**config.mk**
```make
export PLATFORM = sky130hd
export DESIGN_NAME = alu_arbiter
export DESIGN_NICKNAME = d
export VERILOG_FILES = /design/src/rtl/alu_arbiter.sv
export SDC_FILE = /design/constraint.sdc
export NUM_CORES = 1
export LEC_CHECK = 0
export ABC_AREA = 0
export CORE_AREA = 5 5 104 106
export DETAILED_ROUTE_END_ITERATION = 10
export DIE_AREA = 0 0 109 111
export PLACE_DENSITY = 0.83
export SETUP_SLACK_MARGIN = 0.05
export SLEW_MARGIN = 20
export SYNTH_ARGS = -nofsm -noshare
export SYNTH_HDL_FRONTEND = slang
export SYNTH_SLANG_ARGS = --single-unit
```
**constraint.sdc**
```tcl
create_clock -name clock -period 2.95 [get_ports clock]
set_input_delay 0.295 -clock clock [delete_from_list [all_inputs] [get_ports clock]]
set_output_delay 0.295 -clock clock [all_outputs]
set_load 0.005 [all_outputs]
```
**src/rtl/alu_arbiter.sv**
```systemverilog
// alu_arbiter: shares one combinational alu between two requesters.
// It grants one operation per cycle, registers the alu result, and returns
// that result to the owning requester over a valid/ready response channel.
module alu_arbiter #(
  parameter int unsigned WIDTH      = 32,
  parameter bit          FIXED_PRIO = 1'b0
) (
  input  logic             clock,
  input  logic             reset_n,
  input  logic             req0_valid,
  output logic             req0_ready,
  input  logic [WIDTH-1:0] req0_a,
  input  logic [WIDTH-1:0] req0_b,
  input  logic [3:0]       req0_op,
  input  logic             req1_valid,
  output logic             req1_ready,
  input  logic [WIDTH-1:0] req1_a,
  input  logic [WIDTH-1:0] req1_b,
  input  logic [3:0]       req1_op,
  output logic             resp0_valid,
  input  logic             resp0_ready,
  output logic             resp1_valid,
  input  logic             resp1_ready,
  output logic [WIDTH-1:0] resp_data,
  output logic [WIDTH-1:0] alu_in_a,
  output logic [WIDTH-1:0] alu_in_b,
  output logic [3:0]       alu_op_code,
  input  logic [WIDTH-1:0] alu_out
);

  typedef enum logic {
    EMPTY = 1'b0,
    FULL  = 1'b1
  } res_state_t;

  res_state_t       state_q, state_d;
  logic             owner_q;
  logic             last_grant_q;
  logic [WIDTH-1:0] resp_data_q;

  logic owner_hs;
  logic can_accept;
  logic grant0;
  logic grant1;
  logic accept;

  // Result-slot occupancy register.
  always_ff @(posedge clock or negedge reset_n) begin
    if (!reset_n) begin
      state_q <= EMPTY;
    end else begin
      state_q <= state_d;
    end
  end

  // Grant decision and next slot state. A slot being drained this cycle can
  // be refilled in the same cycle, which gives back-to-back throughput.
  // Readies are gated by reset_n because the slot reads EMPTY during reset.
  always_comb begin
    owner_hs   = (state_q == FULL) && (owner_q ? resp1_ready : resp0_ready);
    can_accept = reset_n && ((state_q == EMPTY) || owner_hs);
    grant0     = 1'b0;
    grant1     = 1'b0;
    if (can_accept) begin
      if (req0_valid && req1_valid) begin
        if (FIXED_PRIO || last_grant_q) begin
          grant0 = 1'b1;
        end else begin
          grant1 = 1'b1;
        end
      end else begin
        grant0 = req0_valid;
        grant1 = req1_valid;
      end
    end
    accept  = grant0 | grant1;
    state_d = state_q;
    if (accept) begin
      state_d = FULL;
    end else if (owner_hs) begin
      state_d = EMPTY;
    end
  end

  // Result, owner and round-robin pointer; all change only on an accept.
  always_ff @(posedge clock or negedge reset_n) begin
    if (!reset_n) begin
      resp_data_q  <= '0;
      owner_q      <= 1'b0;
      last_grant_q <= 1'b1;
    end else if (accept) begin
      resp_data_q  <= alu_out;
      owner_q      <= grant1;
      last_grant_q <= grant1;
    end
  end

  // Steer the granted requester's operands to the alu; ADD of zeros when idle.
  always_comb begin
    alu_in_a    = '0;
    alu_in_b    = '0;
    alu_op_code = 4'b0000;
    if (grant0) begin
      alu_in_a    = req0_a;
      alu_in_b    = req0_b;
      alu_op_code = req0_op;
    end else if (grant1) begin
      alu_in_a    = req1_a;
      alu_in_b    = req1_b;
      alu_op_code = req1_op;
    end
  end

  // Handshake outputs.
  always_comb begin
    req0_ready  = grant0;
    req1_ready  = grant1;
    resp0_valid = (state_q == FULL) && !owner_q;
    resp1_valid = (state_q == FULL) && owner_q;
    resp_data   = resp_data_q;
  end

endmodule

```
==> impl_metrics.toml, run 1 <==
[timing]
period_needed_ns = 2.62
final-hold-violation-count = 0
fin_crit_sh_pct = 88.8
whs_ns = 0.286
worst_slack_ns = 0.331
rsz0062_at_grt = "false"
tns_ns = 0
setup_viol = 0
slew_headroom_pct = 64.4
tightest_slew_ns = 0.535
drv_slew = 0
fmax_mhz = 382
skew_ns = 0.00992

[critical_path]
criticalPathCategory = "flop to output port"
crit_path_top_delay_cell = "dfstp_2"
cp.required_ns = 2.65
path_max_fanout = 53
worstPathArrival_ns = 2.32
worst_path_largest_cell_delay_ns = 0.56
worstPathCellList = "nand2b_4 -> buf_12 -> nand3_1 -> a21oi_1 -> clkdlybuf4s50_1"
worst_setup_path_start_kind = "flop"
endpoint_kind = "output port"

[finish]
area_delta_synth_final_pct = 93.5
fin_cells = 788
seq_area_um2 = 877
nFillCells = 795
mostFrequentLayoutCells = "275 x clkdlybuf4s50_1, 71 x nand2_1, 70 x a21oi_1"
utilization_pct = 63.2
fin_area_um2 = 6120
nets = 827
layout_commonest_cell = "clkdlybuf4s50_1"
drive_gt1_share_pct = 9.02
multiInputGateArea_um2 = 2060

[clocking]
ctsHoldBuffers = 0
clockBufferDepth = 2
cts_tree = "done"
htree_levels = 2
post_cts_buffers = 0
clk_latency_ns = 0.30
cts_inserted_buffers = 5
cts.sinks = 35
clock-root-buffer = "clkbuf_8"
post_cts_resized = 0
path_clk_slew_ns = 0.07

[yosys]
ys_seq_elements = 35
synth_nets = 581
syn-instance-count = 407
yosysUniqueCellTypes = 24
synth_area_um2 = 3160
yosysSeqAreaShare_pct = 27.7
synth-warning-count = 0
syn_area_per_cell_um2 = 7.77

[detailed_routing]
avgRoutedWirePerCell_um = 17.5
route.detailed.drc = 0
firstDrtPassIters = 4
vias = 3929
drtIter0Drc = 264
totalWireLength_mm = 13.8
postRouteAntennaNets = 0
viasPerCell = 4.99

[global_routing]
grt_max_degree = 72
gr-total-overflow = 0
grt_pass1_wl_mm = 20.7
grt.total_usage_pct = 21.4
first_global_vias = 3929
antenna_found_initial = 1

[die]
start_util_pct = 32.6
die_height_um = 111
core_area_um2 = 9680
floorplan.die_area_um2 = 12100
fp.dieW_um = 109
pin_count = 278
num_rows = 36

[placed_design]
place_ws_ns = 0.519
dpl.hpwl_mm = 10.5
placed_cells = 779
gp_congestion = 0.803
portBuffers = 277
dpl_cell_area_um2 = 6010

[pwr]
powerDensity_nw_per_um2 = 399
power_mw = 2.44
p_leak_nw = 2.48
peakVddDrop_uv = 291

[run_status]
status = "finished clean"

[job]
drv_cap = 0

[min_path]
hold_path.class = "input port to asynchronous set/reset pin"
## path summary, 6_finish.rpt
kind	from	to	slack, ns	cells past startpoint
worst max-delay path	last_grant_q	alu_in_b[4]	0.33	5
worst min-delay path	reset_n	state_q	0.29	1
worst max register to register	owner_q	resp_data[26]	1.27	4
worst min register to register	resp_data[10]	resp_data[10]	0.51	1
max in group asynchronous	reset_n	resp_data[26]	1.91	2
min in group clock	resp_data[10]	resp_data[10]	0.51	1
## state kept, by name, indices dropped and copies added (netlist names)
register and count:
last_grant_q 1, owner_q 1, resp_data 32, state_q 1
## kinds of logic after synthesis
family,Yosys count,share of synthesized area (%)
simple gates,144,20.1
buf+inv,50,7.64
flops,35,27.7
mux,34,15.6
compound gates,144,28.9
## power by group
group	internal (mW)	total (mW)	switching, mW
Combinational	0.845	1.36	0.518
Clock	0.212	0.396	0.183
Sequential	0.604	0.682	0.0782
Total	1.66	2.44	0.779
## worst max-delay path: cells and delay by family, from the launching register on
kind / cells / cell delay, ns
flip-flops: 1 / 0.56
AND/OR/NAND/NOR: 2 / 0.41
buffers and inverters: 2 / 0.82
AO/OA/AOI/OAI: 1 / 0.22
## cell type report
class	instances	area share, %
tap	133	2.72
sequential	35	14.3
timing repair buffer	287	47.4
inverter	2	0.123
antenna	1	0.0409
multi-input combinational	322	33.6
clock inverter	1	0.123
clock buffer	7	1.57
## layer usage
| metal | vias up | share of wire (%) | track usage (%) |
|---|---|---|---|
| met5 | - | 0 | 0 |
| met4 | 0 | 2.4 | 6.99 |
| met3 | 27 | 8.5 | 5.82 |
| met2 | 176 | 51 | 38.5 |
| met1 | 1808 | 38 | 23.7 |
| li1 | 1918 | - | - |
## Yosys cell counts
cell / instances / area, µm²
inv_1: 2 / 7.51
buf_4: 1 / 7.51
clkbuf_1: 31 / 116
nor2_1: 2 / 7.51
mux2i_1: 1 / 10.0
nand2b_1: 1 / 6.26
buf_8: 3 / 45.0
and2_2: 1 / 7.51
a21o_1: 68 / 510
mux2_2: 3 / 33.8
and2_1: 1 / 6.26
o22a_1: 1 / 8.76
o21ai_2: 1 / 8.76
buf_2: 13 / 65.1
dfstp_2: 1 / 26.3
a21oi_1: 70 / 350
o22a_2: 1 / 10.0
nand2_1: 71 / 267
mux2_4: 30 / 450
a21oi_4: 1 / 16.3
o21ai_1: 1 / 5.00
o21ai_0: 1 / 5.00
nand3_1: 68 / 340
dfrtp_1: 34 / 851
(Power assumes the default switching activity.)
==> run 2, diff against run 1 <==
--- a/config.mk
+++ b/config.mk
@@ -5,12 +5,11 @@
 export SDC_FILE = /design/constraint.sdc
 export NUM_CORES = 1
 export LEC_CHECK = 0
-export ABC_AREA = 0
 export CORE_AREA = 5 5 104 106
 export DETAILED_ROUTE_END_ITERATION = 10
 export DIE_AREA = 0 0 109 111
 export PLACE_DENSITY = 0.83
-export SETUP_SLACK_MARGIN = 0.05
+export SETUP_SLACK_MARGIN = 0.1
 export SLEW_MARGIN = 20
 export SYNTH_ARGS = -nofsm -noshare
 export SYNTH_HDL_FRONTEND = slang
==> results of run 2 <==
No change in the layout: final DEF, timing and power equal those of run 1.
==> patch 1 (settings of run 2) <==
The parameter `FIXED_PRIO` goes from 1'b0 to 1'b1.
--- a/src/rtl/alu_arbiter.sv
+++ b/src/rtl/alu_arbiter.sv
@@ -4,5 +4,5 @@
 module alu_arbiter #(
   parameter int unsigned WIDTH      = 32,
-  parameter bit          FIXED_PRIO = 1'b0
+  parameter bit          FIXED_PRIO = 1'b1
 ) (
   input  logic             clock,
Check against the original RTL: not equivalent (Yosys sat finds a counterexample within 4 cycles, from zero or initial values and one cycle with reset_n low).
==> patch 1 against run 2 <==
  * Sequential cell count shrank 1
  * Clock skew decreased by 0.0029 ns
  * Final area down 15%
  * Synthesized area is 29% lower
  * Die area is the same
  * Maximum frequency decreased by 2.1%
  * Count of clock-buffer cells in the layout down 1
  * Wire length fell by 17%
  * Total power shrank 18%
  * Highest routed layer unchanged
  * Largest power group unchanged
  * Worst setup slack lost 0.056 ns
  * Clock power is 11% higher
  * Largest cell class unchanged
==> patch 1: results (changes against run 2) <==
metric;value;unit;change
status;finished clean;;
antenna_found_initial;0;;-1
worstPathMaxFanout;69;;+30%
use_met3;5.47;%;-0.35 points
power_switching;522;uW;-33%
io_buffer_count;277;;unchanged
reg2reg_to;resp_data[4];;
clock_skew;0.00697;ns;-0.00294 ns
clock_net_power;440;uW;+11%
max_stage_delay;0.52;ns;-0.04 ns
routed_wl;11400;um;-17%
met1_length;3970;um;-24%
met2_length;5990;um;-15%
placed_area;0.00509;mm2;-15%
ir_drop;0.393;mV;+35%
grt_util_met2;33.3;%;-5.2 points
fin_nets;682;;-18%
grt_max_degree;70;;-2.8%
dr.pass1.iters;5;;+1
worstPathArrival;2.38;ns;+0.06 ns
synth_area_leaders;dfrtp_1 (38%), a22oi_1 (23%), mux2_2 (16%), nor2_1 (11%), buf_6 (2.5%);;
slew_headroom;54.9;%;-9.4 points
detail_route.vias_per_cell;4.60;;-7.8%
grt_pass1_wl;17200;um;-17%
grt_usage;17.9;%;-3.5 points
hp-class;in -> async;;
diodes;0;;-1
grt_pass1_vias;3099;;-21%
drive_above_1_share;10.4;%;+1.4 points
synth_nets;417;;-28%
synth_common_cells;a22oi_1 (68), nor2_1 (68), dfrtp_1 (34), mux2_2 (31), clkbuf_1 (12);;
synth-seq-area-share;38.2;%;+10 points
cpMaxStageDelayCell;buf_4;;
drt_iter0_drc;209;;-21%
dr_wl_met3;1200;um;+2.5%
hpwlAfterDp;9400;um;-11%
ys_types;20;;-17%
grt_use_met1;18.7;%;-5.0 points
==> patch 1: cell count changes after synthesis, moves of 3 or more <==
cell	run 2	this run
a21o_1	68	0
a21oi_1	70	0
a22oi_1	0	68
buf_2	13	9
buf_6	0	5
buf_8	3	0
clkbuf_1	31	12
mux2_2	3	31
mux2_4	30	1
nand2_1	71	2
nand3_1	68	0
nor2_1	2	68
==> patch 1: how the worst max path moves through the flow <==
stage	from	endpoint	slack, ns
global route	owner_q	alu_in_a[17]	0.10
detailed placement	resp0_ready	alu_in_a[18]	0.30
floorplan	owner_q	alu_in_b[24]	1.42
finish	owner_q	alu_in_a[17]	0.27
global placement	resp1_ready	alu_in_a[17]	0.32
CTS	owner_q	alu_in_a[18]	0.24
==> patch 1: logic make-up (layout without fill, tap and decap cells) <==
group / after synthesis / in the layout / share of synthesized area [%]
multiplexers: 33 / 33 / 16.8
AND/OR/NAND/NOR: 76 / 76 / 13.6
buffers and inverters: 27 / 292 / 6.90
flip-flops: 34 / 34 / 38.2
AO/OA/AOI/OAI: 73 / 73 / 24.5
==> patch 1: final cells by class <==
cell class / instances / area, um2
Fill cell: 851 / 4480
Multi-Input combinational cell: 182 / 1230
Tap cell: 133 / 166
Sequential cell: 34 / 851
Timing Repair Buffer: 285 / 2840
Clock buffer: 6 / 82.6
Clock inverter: 1 / 30.0
==> patch 1: through the flow <==
stage	worst slack, ns	utilization, %	power, mW	instances	hold WS (ns)
floorplan	1.42	-	0.933	243	-0.000591
global placement	0.321	52.6	1.55	634	0.490
detailed placement	0.300	52.6	1.58	634	0.494
CTS	0.235	53.7	2.02	641	0.492
global route	0.103	53.7	2.11	641	0.519
finish	0.274	53.7	2.00	641	0.472
==> patch 2 (config.mk and constraints of run 2) <==
Made on the original files. Make the reset (`reset_n`) synchronous in 2 clocked blocks.
--- a/src/rtl/alu_arbiter.sv
+++ b/src/rtl/alu_arbiter.sv
@@ -46,5 +46,5 @@
 
   // Result-slot occupancy register.
-  always_ff @(posedge clock or negedge reset_n) begin
+  always_ff @(posedge clock) begin
     if (!reset_n) begin
       state_q <= EMPTY;
@@ -84,5 +84,5 @@
 
   // Result, owner and round-robin pointer; all change only on an accept.
-  always_ff @(posedge clock or negedge reset_n) begin
+  always_ff @(posedge clock) begin
     if (!reset_n) begin
       resp_data_q  <= '0;
Check against the original RTL: differs if reset_n is asserted again (counterexample within 4 cycles, from zero or initial values and one cycle with reset_n low); with reset_n held inactive, the same outputs for 10 cycles.
==> patch 2 against run 2 <==
  * Wire length grew 8.0%
  * Clock power rose by 6.3%
  * Final area fell by 5.9%
  * Largest power group unchanged
  * Highest routed layer unchanged
  * Sequential cell count stayed put
  * Final cell count down 7.2%
  * Synthesized area fell by 12%
  * Total power decreased by 25%
  * Largest cell class unchanged
  * Sequential share of layout area down 2.1 points
  * Worst setup slack got worse by 0.0063 ns
  * Critical endpoint is now alu_in_b[15]
  * Global-route usage up 1.8 points
==> patch 2: results (changes against run 2) <==
metric;value;unit;change
vias;4151;;+5.7%
drt_iter0_drc;280;;+6.1%
routed_wl;14900;um;+8.0%
synth_area_leaders;o211ai_1 (36%), dfxtp_1 (25%), a21oi_1 (12%), a22o_1 (10%), clkbuf_1 (4.2%);;
diodes;0;;-1
dpl.cell_count;722;;-7.3%
stdcell_count;731;;-7.2%
reg2reg_to;resp_data[17];;
p_leak;1.87;nW;-25%
clockBufferDepth;2;;unchanged
fin_nets;771;;-6.8%
synth_nets;530;;-8.8%
dr.pass1.iters;7;;+3
crit_start;last_grant_q;;
final.fill_count;841;;+5.8%
hp-class;reg -> reg;;
worstPathMaxFanout;44;;-17%
p_comb;851;uW;-37%
hold-worst-slack;0.474;ns;+0.189 ns
gp_congestion;0.842;;+4.8%
reg2reg_slack;1.08;ns;-0.19 ns
ir_drop;0.227;mV;-22%
synth-seq-area-share;25.0;%;-2.7 points
grt_pass1_vias;4077;;+3.8%
switching_share;30.9;%;-1.0 points
drive_above_1_share;5.52;%;-3.5 points
synth_common_cells;o211ai_1 (136), a21oi_1 (68), dfxtp_1 (35), a22o_1 (32), clkbuf_1 (31);;
syn-instance-count;356;;-13%
slew_headroom;53.4;%;-11 points
synth_top_flop_cell;dfxtp_1;;
globalRouteOverflowTotal;0;;unchanged
hp-start;resp_data[26];;
status;finished clean;;
hpwlAfterDp;11000;um;+5.0%
min_to;resp_data[26];;
htreeDepth;2;;unchanged
clock_skew;0.00662;ns;-0.00329 ns
grt_max_degree;50;;-31%
grt_usage;23.2;%;+1.8 points
ys_types;28;;+17%
grt_pass1_wl;22800;um;+10%
antenna_found_initial;0;;-1
placed_area;0.00564;mm2;-6.3%
synth_compound_area_share;62.1;%;+33 points
clock_net_power;421;uW;+6.3%
postCtsSetupBuffers;0;;unchanged
async_flop_share;0;%;-100 points
synthMuxAreaShare;1.25;%;-14 points
## patch 2: cell count changes after synthesis, moves of 29 or more
cell,before,now
mux2_4,30,1
nand2_1,71,1
dfrtp_1,34,0
nand3_1,68,1
a21o_1,68,0
a22o_1,0,32
o211ai_1,0,136
dfxtp_1,0,35
## patch 2: worst max-delay path by stage
stage	end	slack [ns]	cells past startpoint
4_1_cts	alu_in_a[13]	0.29	5
3_3_place_gp	alu_in_b[16]	0.43	6
6_report	alu_in_b[15]	0.32	5
3_5_place_dp	alu_in_b[16]	0.43	6
5_1_grt	alu_in_a[13]	0.19	5
2_1_floorplan	req0_ready	1.39	4
## patch 2: per-stage QoR
step / power [mW] / setup WS, ns / util, %
after floorplan: 0.883 / 1.39 / -
after global placement: 1.39 / 0.425 / 58.2
after detailed placement: 1.41 / 0.431 / 58.2
after CTS: 1.84 / 0.287 / 59.4
after global routing: 1.93 / 0.188 / 59.5
final: 1.83 / 0.325 / 59.5
## patch 2: cells by family (layout without fill, tap and decap cells)
logic type / count (synthesis) / after routing
AOI/OAI and AO/OA: 246 / 246
buffers and inverters: 64 / 306
DFF: 35 / 35
and+or+nand+nor: 8 / 8
muxes: 3 / 3
## patch 2: cell type report
type                            instances  area share (%)
Tap cell                              133            2.89
Timing Repair Buffer                  292            50.6
Inverter                                6           0.391
Clock inverter                          3           0.760
Clock buffer                            5            1.19
Multi-Input combinational cell        257            31.9
Sequential cell                        35            12.2
## patch 2: per-layer routing
metal  track usage [%]  part of all wire, %
met5                 0                    0
met4              5.64                  2.1
met3              6.52                  9.3
met2              41.5                   52
met1              26.7                   37
## patch 2: critical path, cell delays in order (launching register included)
cell and delay [ns]:
dfxtp_2 0.75, inv_2 0.07, buf_4 0.29, o211ai_1 0.33, a21oi_1 0.11, clkdlybuf4s50_1 0.47
